$ cat config.mk
export PLATFORM = sky130hd
export DESIGN_NAME = config_addr_editor
export DESIGN_NICKNAME = d
export VERILOG_FILES = /design/src/rtl/config_addr_editor.sv
export SDC_FILE = /design/constraint.sdc
export NUM_CORES = 1
export LEC_CHECK = 0
export ABC_CLOCK_PERIOD_IN_PS = 2300
export CAP_MARGIN = 40
export CORE_MARGIN = 5
export CORE_UTILIZATION = 54
export CTS_CLUSTER_DIAMETER = 120
export DETAILED_ROUTE_END_ITERATION = 7
export PLACE_DENSITY_LB_ADDON = 0.25
export SLEW_MARGIN = 10
export SYNTH_ARGS = -nofsm -noshare
export SYNTH_HDL_FRONTEND = slang
export SYNTH_SLANG_ARGS = --single-unit
$ cat constraint.sdc
create_clock -name clk -period 2.3 [get_ports clk]
set_clock_uncertainty 0.05 [all_clocks]
set_input_delay 0.23 -clock clk [delete_from_list [all_inputs] [get_ports clk]]
set_output_delay 0.23 -clock clk [all_outputs]
set_load 0.005 [all_outputs]
$ cat src/rtl/config_addr_editor.sv
// Hex address editor: up/down edits the selected nibble, left/right moves
// the selection, load overwrites, and a held up/down auto-repeats.
//
// Ports:
//   clk          rising-edge clock
//   reset        synchronous active-high reset
//   button_left  level, high = pressed; selection toward MSB
//   button_right level, high = pressed; selection toward LSB
//   button_up    level, high = pressed; selected nibble +1 mod 16
//   button_down  level, high = pressed; selected nibble -1 mod 16
//   load         replace value with load_value
//   load_value   value to load
//   value        edited address (registered)
//   current_seg  one-hot selected nibble, bit 0 = LSB nibble
//   changed      one-cycle pulse after each value write
module config_addr_editor #(
  parameter int unsigned NIBBLES = 2,
  parameter logic [4*NIBBLES-1:0] RESET_VALUE = '0,
  parameter int unsigned HOLD_CYCLES = 500,
  parameter int unsigned REPEAT_CYCLES = 100
) (
  input  logic                 clk,
  input  logic                 reset,
  input  logic                 button_left,
  input  logic                 button_right,
  input  logic                 button_up,
  input  logic                 button_down,
  input  logic                 load,
  input  logic [4*NIBBLES-1:0] load_value,
  output logic [4*NIBBLES-1:0] value,
  output logic [NIBBLES-1:0]   current_seg,
  output logic                 changed
);

  localparam int unsigned W = 4 * NIBBLES;
  localparam int unsigned CMAX =
    (HOLD_CYCLES > REPEAT_CYCLES) ?
    HOLD_CYCLES : REPEAT_CYCLES;
  localparam int unsigned CW =
    (CMAX < 1) ? 1 : $clog2(CMAX + 1);

  // Counter restarts at the step edge, so a step is due when the
  // count reaches the period minus one.
  localparam logic [CW-1:0] HOLD_TH =
    CW'((HOLD_CYCLES > 0) ? HOLD_CYCLES - 1 : 0);
  localparam logic [CW-1:0] REP_TH =
    CW'((REPEAT_CYCLES > 0) ? REPEAT_CYCLES - 1 : 0);
  localparam logic [CW-1:0] CNT_SAT = CW'(CMAX);

  typedef enum logic [1:0] {
    IDLE,
    HOLD,
    REPEAT
  } state_e;

  state_e state_q, state_d;
  logic [CW-1:0] cnt_q, cnt_d;
  logic trk_dn_q, trk_dn_d;
  logic [W-1:0] value_q, value_d;
  logic [NIBBLES-1:0] seg_q, seg_d;
  logic changed_q, changed_d;

  // {left, right, up, down}
  logic [3:0] prev_q;
  logic [3:0] btn;
  logic [3:0] ev;

  logic [W-1:0] inc_v;
  logic [W-1:0] dec_v;
  logic [NIBBLES-1:0] rot_l;
  logic [NIBBLES-1:0] rot_r;
  logic tracked_hi;
  logic step_due;

  assign btn = {button_left, button_right,
                button_up, button_down};
  assign ev = btn & ~prev_q;

  assign tracked_hi = trk_dn_q ? button_down
                               : button_up;

  // Per-nibble arithmetic: only the selected
  // nibble moves, no carry or borrow.
  always_comb begin
    inc_v = value_q;
    dec_v = value_q;
    for (int i = 0; i < NIBBLES; i++) begin
      if (seg_q[i]) begin
        inc_v[4*i +: 4] = value_q[4*i +: 4] + 4'd1;
        dec_v[4*i +: 4] = value_q[4*i +: 4] - 4'd1;
      end
    end
  end

  // Rotations wrap; with one nibble they are
  // the identity.
  always_comb begin
    rot_l = '0;
    rot_r = '0;
    for (int i = 0; i < NIBBLES; i++) begin
      rot_l[(i + 1) % NIBBLES] = seg_q[i];
      rot_r[i] = seg_q[(i + 1) % NIBBLES];
    end
  end

  always_comb begin
    state_d   = state_q;
    cnt_d     = cnt_q;
    trk_dn_d  = trk_dn_q;
    value_d   = value_q;
    seg_d     = seg_q;
    changed_d = 1'b0;
    step_due  = 1'b0;

    unique case (state_q)
      IDLE: begin
        if (cnt_q != CNT_SAT) begin
          cnt_d = cnt_q + 1'b1;
        end
      end
      HOLD: begin
        if (!tracked_hi) begin
          state_d = IDLE;
        end else if (cnt_q >= HOLD_TH) begin
          step_due = 1'b1;
          state_d  = REPEAT;
          cnt_d    = '0;
        end else begin
          cnt_d = cnt_q + 1'b1;
        end
      end
      REPEAT: begin
        if (!tracked_hi) begin
          state_d = IDLE;
        end else if (cnt_q >= REP_TH) begin
          step_due = 1'b1;
          cnt_d    = '0;
        end else begin
          cnt_d = cnt_q + 1'b1;
        end
      end
      default: begin
        state_d = IDLE;
        cnt_d   = '0;
      end
    endcase

    // One action per cycle, highest first.
    if (load) begin
      value_d   = load_value;
      changed_d = 1'b1;
      state_d   = IDLE;
      cnt_d     = '0;
    end else if (ev[1]) begin
      value_d   = inc_v;
      changed_d = 1'b1;
      state_d   = HOLD;
      trk_dn_d  = 1'b0;
      cnt_d     = '0;
    end else if (ev[0]) begin
      value_d   = dec_v;
      changed_d = 1'b1;
      state_d   = HOLD;
      trk_dn_d  = 1'b1;
      cnt_d     = '0;
    end else if (step_due) begin
      value_d   = trk_dn_q ? dec_v : inc_v;
      changed_d = 1'b1;
    end else if (ev[3]) begin
      seg_d = rot_l;
    end else if (ev[2]) begin
      seg_d = rot_r;
    end
  end

  always_ff @(posedge clk) begin
    if (reset) begin
      state_q   <= IDLE;
      cnt_q     <= '0;
      trk_dn_q  <= 1'b0;
      value_q   <= RESET_VALUE;
      seg_q     <= NIBBLES'(1);
      changed_q <= 1'b0;
      // Buttons held through reset must be
      // released before they count.
      prev_q    <= '1;
    end else begin
      state_q   <= state_d;
      cnt_q     <= cnt_d;
      trk_dn_q  <= trk_dn_d;
      value_q   <= value_d;
      seg_q     <= seg_d;
      changed_q <= changed_d;
      prev_q    <= btn;
    end
  end

  assign value       = value_q;
  assign current_seg = seg_q;
  assign changed     = changed_q;

endmodule

Yosys cells after proc, flatten, opt, wreduce, memory -nomap -nowiden
Index checks and enable logic that the tools add are counted.
Word-level totals
  flip-flop bits (word level): 27
  input port bits: 15
  output and inout port bits: 11
  logic and storage cells: 79
Cells by class
  $add $sub $neg: 5
  order comparisons: 2
  equality and inequality tests: 11
  multiplexer cells: 35
  bitwise operators: 7
  reductions and logical operators: 11
Operators with widths (number)
  two-way mux 9 bit: 5
  two-way mux 8 bit: 5
  one-hot mux 9 bit (3 select lines): 1
  two-way mux 4 bit: 4
  two-way mux 1 bit: 13
  two-way mux 2 bit: 5
  adder 9 x 1 -> 9 bit (second input constant): 1
  greater-or-equal comparator 9 x 7 -> 1 bit (second input constant): 1
  greater-or-equal comparator 9 bit (second input constant): 1
  inequality test 9 bit (second input constant): 1
  AND reduction 3 bit: 3
  adder 4 x 1 -> 4 bit (second input constant): 2
  inequality test 2 bit (second input constant): 4
  subtractor 4 x 1 -> 4 bit (second input constant): 2
  inequality test 3 bit (second input constant): 2
  one-hot mux 2 bit (3 select lines): 1
  inequality test 5 bit (second input constant): 1
  inverter 1 bit: 5
  AND reduction 5 bit: 1
  AND 4 bit: 1
  inequality test 4 bit (second input constant): 1
  inverter 4 bit: 1
  nonzero test 2 bit: 2
  nonzero test 4 bit: 1
  7 further kinds: 7

Longest topological paths before layout
  word-level depth: 8
  depth in mapped cells: 8
  depth with buffers taken out: 7

Worst setup path after synthesis
No wires, ideal clock.
  path kind: flip-flop to flip-flop
  from: register state_q[0]
  to: register value_q[1] (netlist: value[1])
  arrival time: 1697 ps
  data required time: 2128 ps
  setup slack: 432 ps
  stages on the path, launching flop included: 8
  period minus slack after synthesis: 1868 ps
  cells stage by stage: dfxtp_1 inv_1 ha_1 inv_1 nor3_1 a221oi_4 nor2_2 o311a_1
On the way
  cells in the longest elaborated chain, start to end: 3
  elaborated cells on any way between the ends: 4
  those cells by class: eq/ne: 2; mux: 1; reduce/logical: 1
Ends and longest elaborated chain
  start: declaration: RTL line 56  | state_e state_q, state_d;
  start signal: assignment: RTL line 188  | state_q <= state_d;
  equality test 2 bit / equality test 2 x 1 -> 1 bit (equally long branches): RTL line 115  | unique case (state_q)
  one-hot mux 1 bit (2 select lines) (*): RTL line 115
  nonzero test 4 bit (no source line) (*)
  end signal: assignment: RTL line 191  | value_q <= value_d;
  end: declaration: RTL line 59  | logic [W-1:0] value_q, value_d;
Every way passes the cells marked *; elsewhere a longest branch is shown, timed or not.
A chain may end at the register's enable or synchronous reset.

Worst setup path after layout
  from: register cnt_q[0]
  to: register value_q[5] (netlist: value[5])
On the way
  cells in the longest elaborated chain, start to end: 5
  elaborated cells on any way between the ends: 8
  those cells by class: order compare: 2; mux: 5; reduce/logical: 1
Ends and longest elaborated chain
  start: declaration: RTL line 57  | logic [CW-1:0] cnt_q, cnt_d;
  start signal: assignment: RTL line 189  | cnt_q <= cnt_d;
  greater-or-equal comparator 9 x 7 -> 1 bit / greater-or-equal comparator 9 bit (equally long branches): RTL line 135, 124
  two-way mux 1 bit, on equally long branches: RTL line 135, 124
  two-way mux 1 bit, on equally long branches: RTL line 133, 122
  one-hot mux 1 bit (2 select lines) (*): RTL line 115
  nonzero test 4 bit (no source line) (*)
Marked as above.

==> results.md <==
* Status: completed
* Most frequent cells in the layout: 29 x nor2_1, 27 x dfxtp_1, 25 x clkdlybuf4s50_1
* Fillers at between 300 and 400
* Initial antenna violation count at 0
* Busiest layer in global routing: met2
* Synth Area per Inst at about 8.4 µm²
* Final slew viol count at 0
* Leakage dissipation at a little over 0.8 nW
* Total GRT Usage at 0.193
* Met1 Resource Use GR at 0.256
* Wire per inst at 14.0 µm
* Drt via density at approximately 5.7
* Worst EP required at between 2000 and 3000 ps
* Min Tclk post-route at 2050 ps
* M3 GR Usage at 0.0411
* Non-Filler Instances at between 200 and 300
* Via count at 1647
* Worst setup EP type: register
* CTS Buf Count at 3
* Routability cong. at 0.875
* Post-DP HPWL at ~3.0 mm
* Mapped Cells at 217
* Detailed Routing Iterations Pass 1 at 4
* Sequential element share of the synthesized area at 0.297
* Initial DRC count at 170
* Total power at 0.940 mW
* Ant. Diodes at 0
* Util after Layout at 0.653
* Hold Slack at 439 ps
* Final setup vio count at 0
* Cell variety after synth at between 40 and 50
* Peak supply drop at 0.465 mV
* Met2 Usage GRT at 0.318
* CP Cell Sequence: ha_1, a2111o_1, o211ai_2, a221oi_4, nor2_2, o311a_1
* Number of synthesized flops with an enable pin at 0
* Final instance area at 2160 µm²
* Placed insts at 287
* Critical path type: reg -> reg
* Crit path max fanout at 6
* Final WS setup at 254 ps
* Setup TNS at 0 ps
* DRC viols at 0
* Largest net degree at the start of global routing at 21
* Dpl ws at between 200 and 250 ps
* Share of cells above drive strength 1 at 0.127
* Fmax at 489 MHz
* Total gr overflow at 0
* CTS max path bufs at 2
* PostCTS Resize Cnt at 0
* Skew-Pair Late Insertion Delay at approximately 350 ps
* Fin crit share at 0.889
* H-tree depth at 1
* Asr flop ratio synth at 0
* Final count of hold timing violations at 0
* PD cells at 435 nW/µm²
* Switching share of power at 0.292
* Core area at roughly 3300 µm²
* First-pass GRT wire length at 6.91 mm
* Int Power at around 0.67 mW
* Sequential Power Share at 0.549
* Routed wire length at approximately 4.1 mm
* Ys Warns at 0
* Max-Cap Viols at 0
* Headroom to the max-slew limit at 0.675
* Height of the die at 68.1 µm
* # IOs at 26
* Clk root buf: clkbuf_4
* Fin nets at roughly 270
* Commonest non-fill, non-tap cell in the layout: nor2_1
* Starting Density at 0.550
* Clock share of power at 0.232
* RSZ-0062 raised after global routing: no
* Slew at the pin with the worst max-slew slack at 484 ps
* CP max stage delay at about 510 ps
* Input/output buffers at 25
* Vias in the first global route at about 1500
* Postcts setup bufs at 0
* Post-Syn Area at 1820 µm²
* Hold Crit Class: in -> reg
* Post-synth top flop: dfxtp_1
* Clock transition at the registers of the reported paths at 160 ps
* Row cnt at 21
* Layout area overhead at 18.8%
* Slowest CP cell: a221oi_4
* CTS tree: built
* P_sw at roughly 0.27 mW
* Arr. time, crit path at about 2300 ps
* Die width at between 60 and 70 µm
* Yosys reg bits at 27
* Sink Count at 27
* Post-route ant nets at 0
* CP Launch Type: register
* Synth Net Count at around 240
* Die area at ~4600 µm²
* Cts hold-fix bufs at 0
* DP Area at around 2100 µm²
* Gate power share at 0.219
-- state kept, by name (all words and copies together) (netlist names) --
signal / flops
changed: 1
current_seg: 2
cnt_q: 9
prev_q: 4
trk_dn_q: 1
state_q: 2
value: 8
-- path summary, 6_finish.rpt --
| kind | slack (ps) | startpoint | cells past startpoint | endpoint |
|---|---|---|---|---|
| hold / removal | 440 | button_right | 2 | prev_q[2] |
| hold reg to reg | 480 | state_q[0] | 2 | state_q[0] |
| setup / recovery | 250 | cnt_q[0] | 6 | value[5] |
| setup reg to reg | 250 | cnt_q[0] | 6 | value[5] |
-- routing by layer --
layer | share of wire | up-vias
li1 | - | 831
met1 | 0.45 | 750
met2 | 0.46 | 61
met3 | 0.076 | 5
met4 | 0.0083 | 0
met5 | 0 | -
-- cells in the mapped netlist (all sizes together) (5+ instances only) --
cell   instances  share of area
nor3b          5          0.032
o21ai          6          0.025
dfxtp         27           0.30
and3           5          0.017
ha            10          0.069
nand2         11          0.023
buf            5          0.021
inv           18          0.037
xnor2          6          0.029
mux2i          8          0.044
nor3          12          0.033
nor2          30          0.063
nor4           5          0.025
nand3          9          0.027
nand4          5          0.017
or2            5          0.017
a21oi          8          0.022
-- power by group through the flow --
stage	sequential [mW]	combinational [mW]	clock [mW]
after detailed placement	0.526	0.206	0
final	0.516	0.206	0.218
after floorplan	0.519	0.126	0
after global routing	0.521	0.229	0.246
after CTS	0.516	0.207	0.224
after global placement	0.526	0.204	0
-- logic make-up (layout without fill, tap and decap cells) --
logic type | Yosys count | after routing | synth area share
simple gates | 97 | 97 | 0.291
compound gates | 37 | 37 | 0.177
flops | 27 | 27 | 0.297
buf+inv | 27 | 55 | 0.0660
fa+ha+maj | 10 | 10 | 0.0687
xor+xnor | 10 | 10 | 0.0481
mux | 9 | 9 | 0.0522
-- critical path: cells and delay by family, from the launching register on --
family          cells  cell delay [ps]
fa+ha+maj           1              210
simple gates        1               90
compound gates      4             1140
flops               1              470
-- cell type report --
cell class	count	area [µm²]	area share
clock buffers	4	26.3	0.0122
inverters	18	67.6	0.0313
multi-input cells	163	1160	0.536
flip-flops and latches	27	541	0.250
well taps	46	57.6	0.0266
repair buffers	33	310	0.144
No activity file was read; power rests on OpenSTA's default activity.
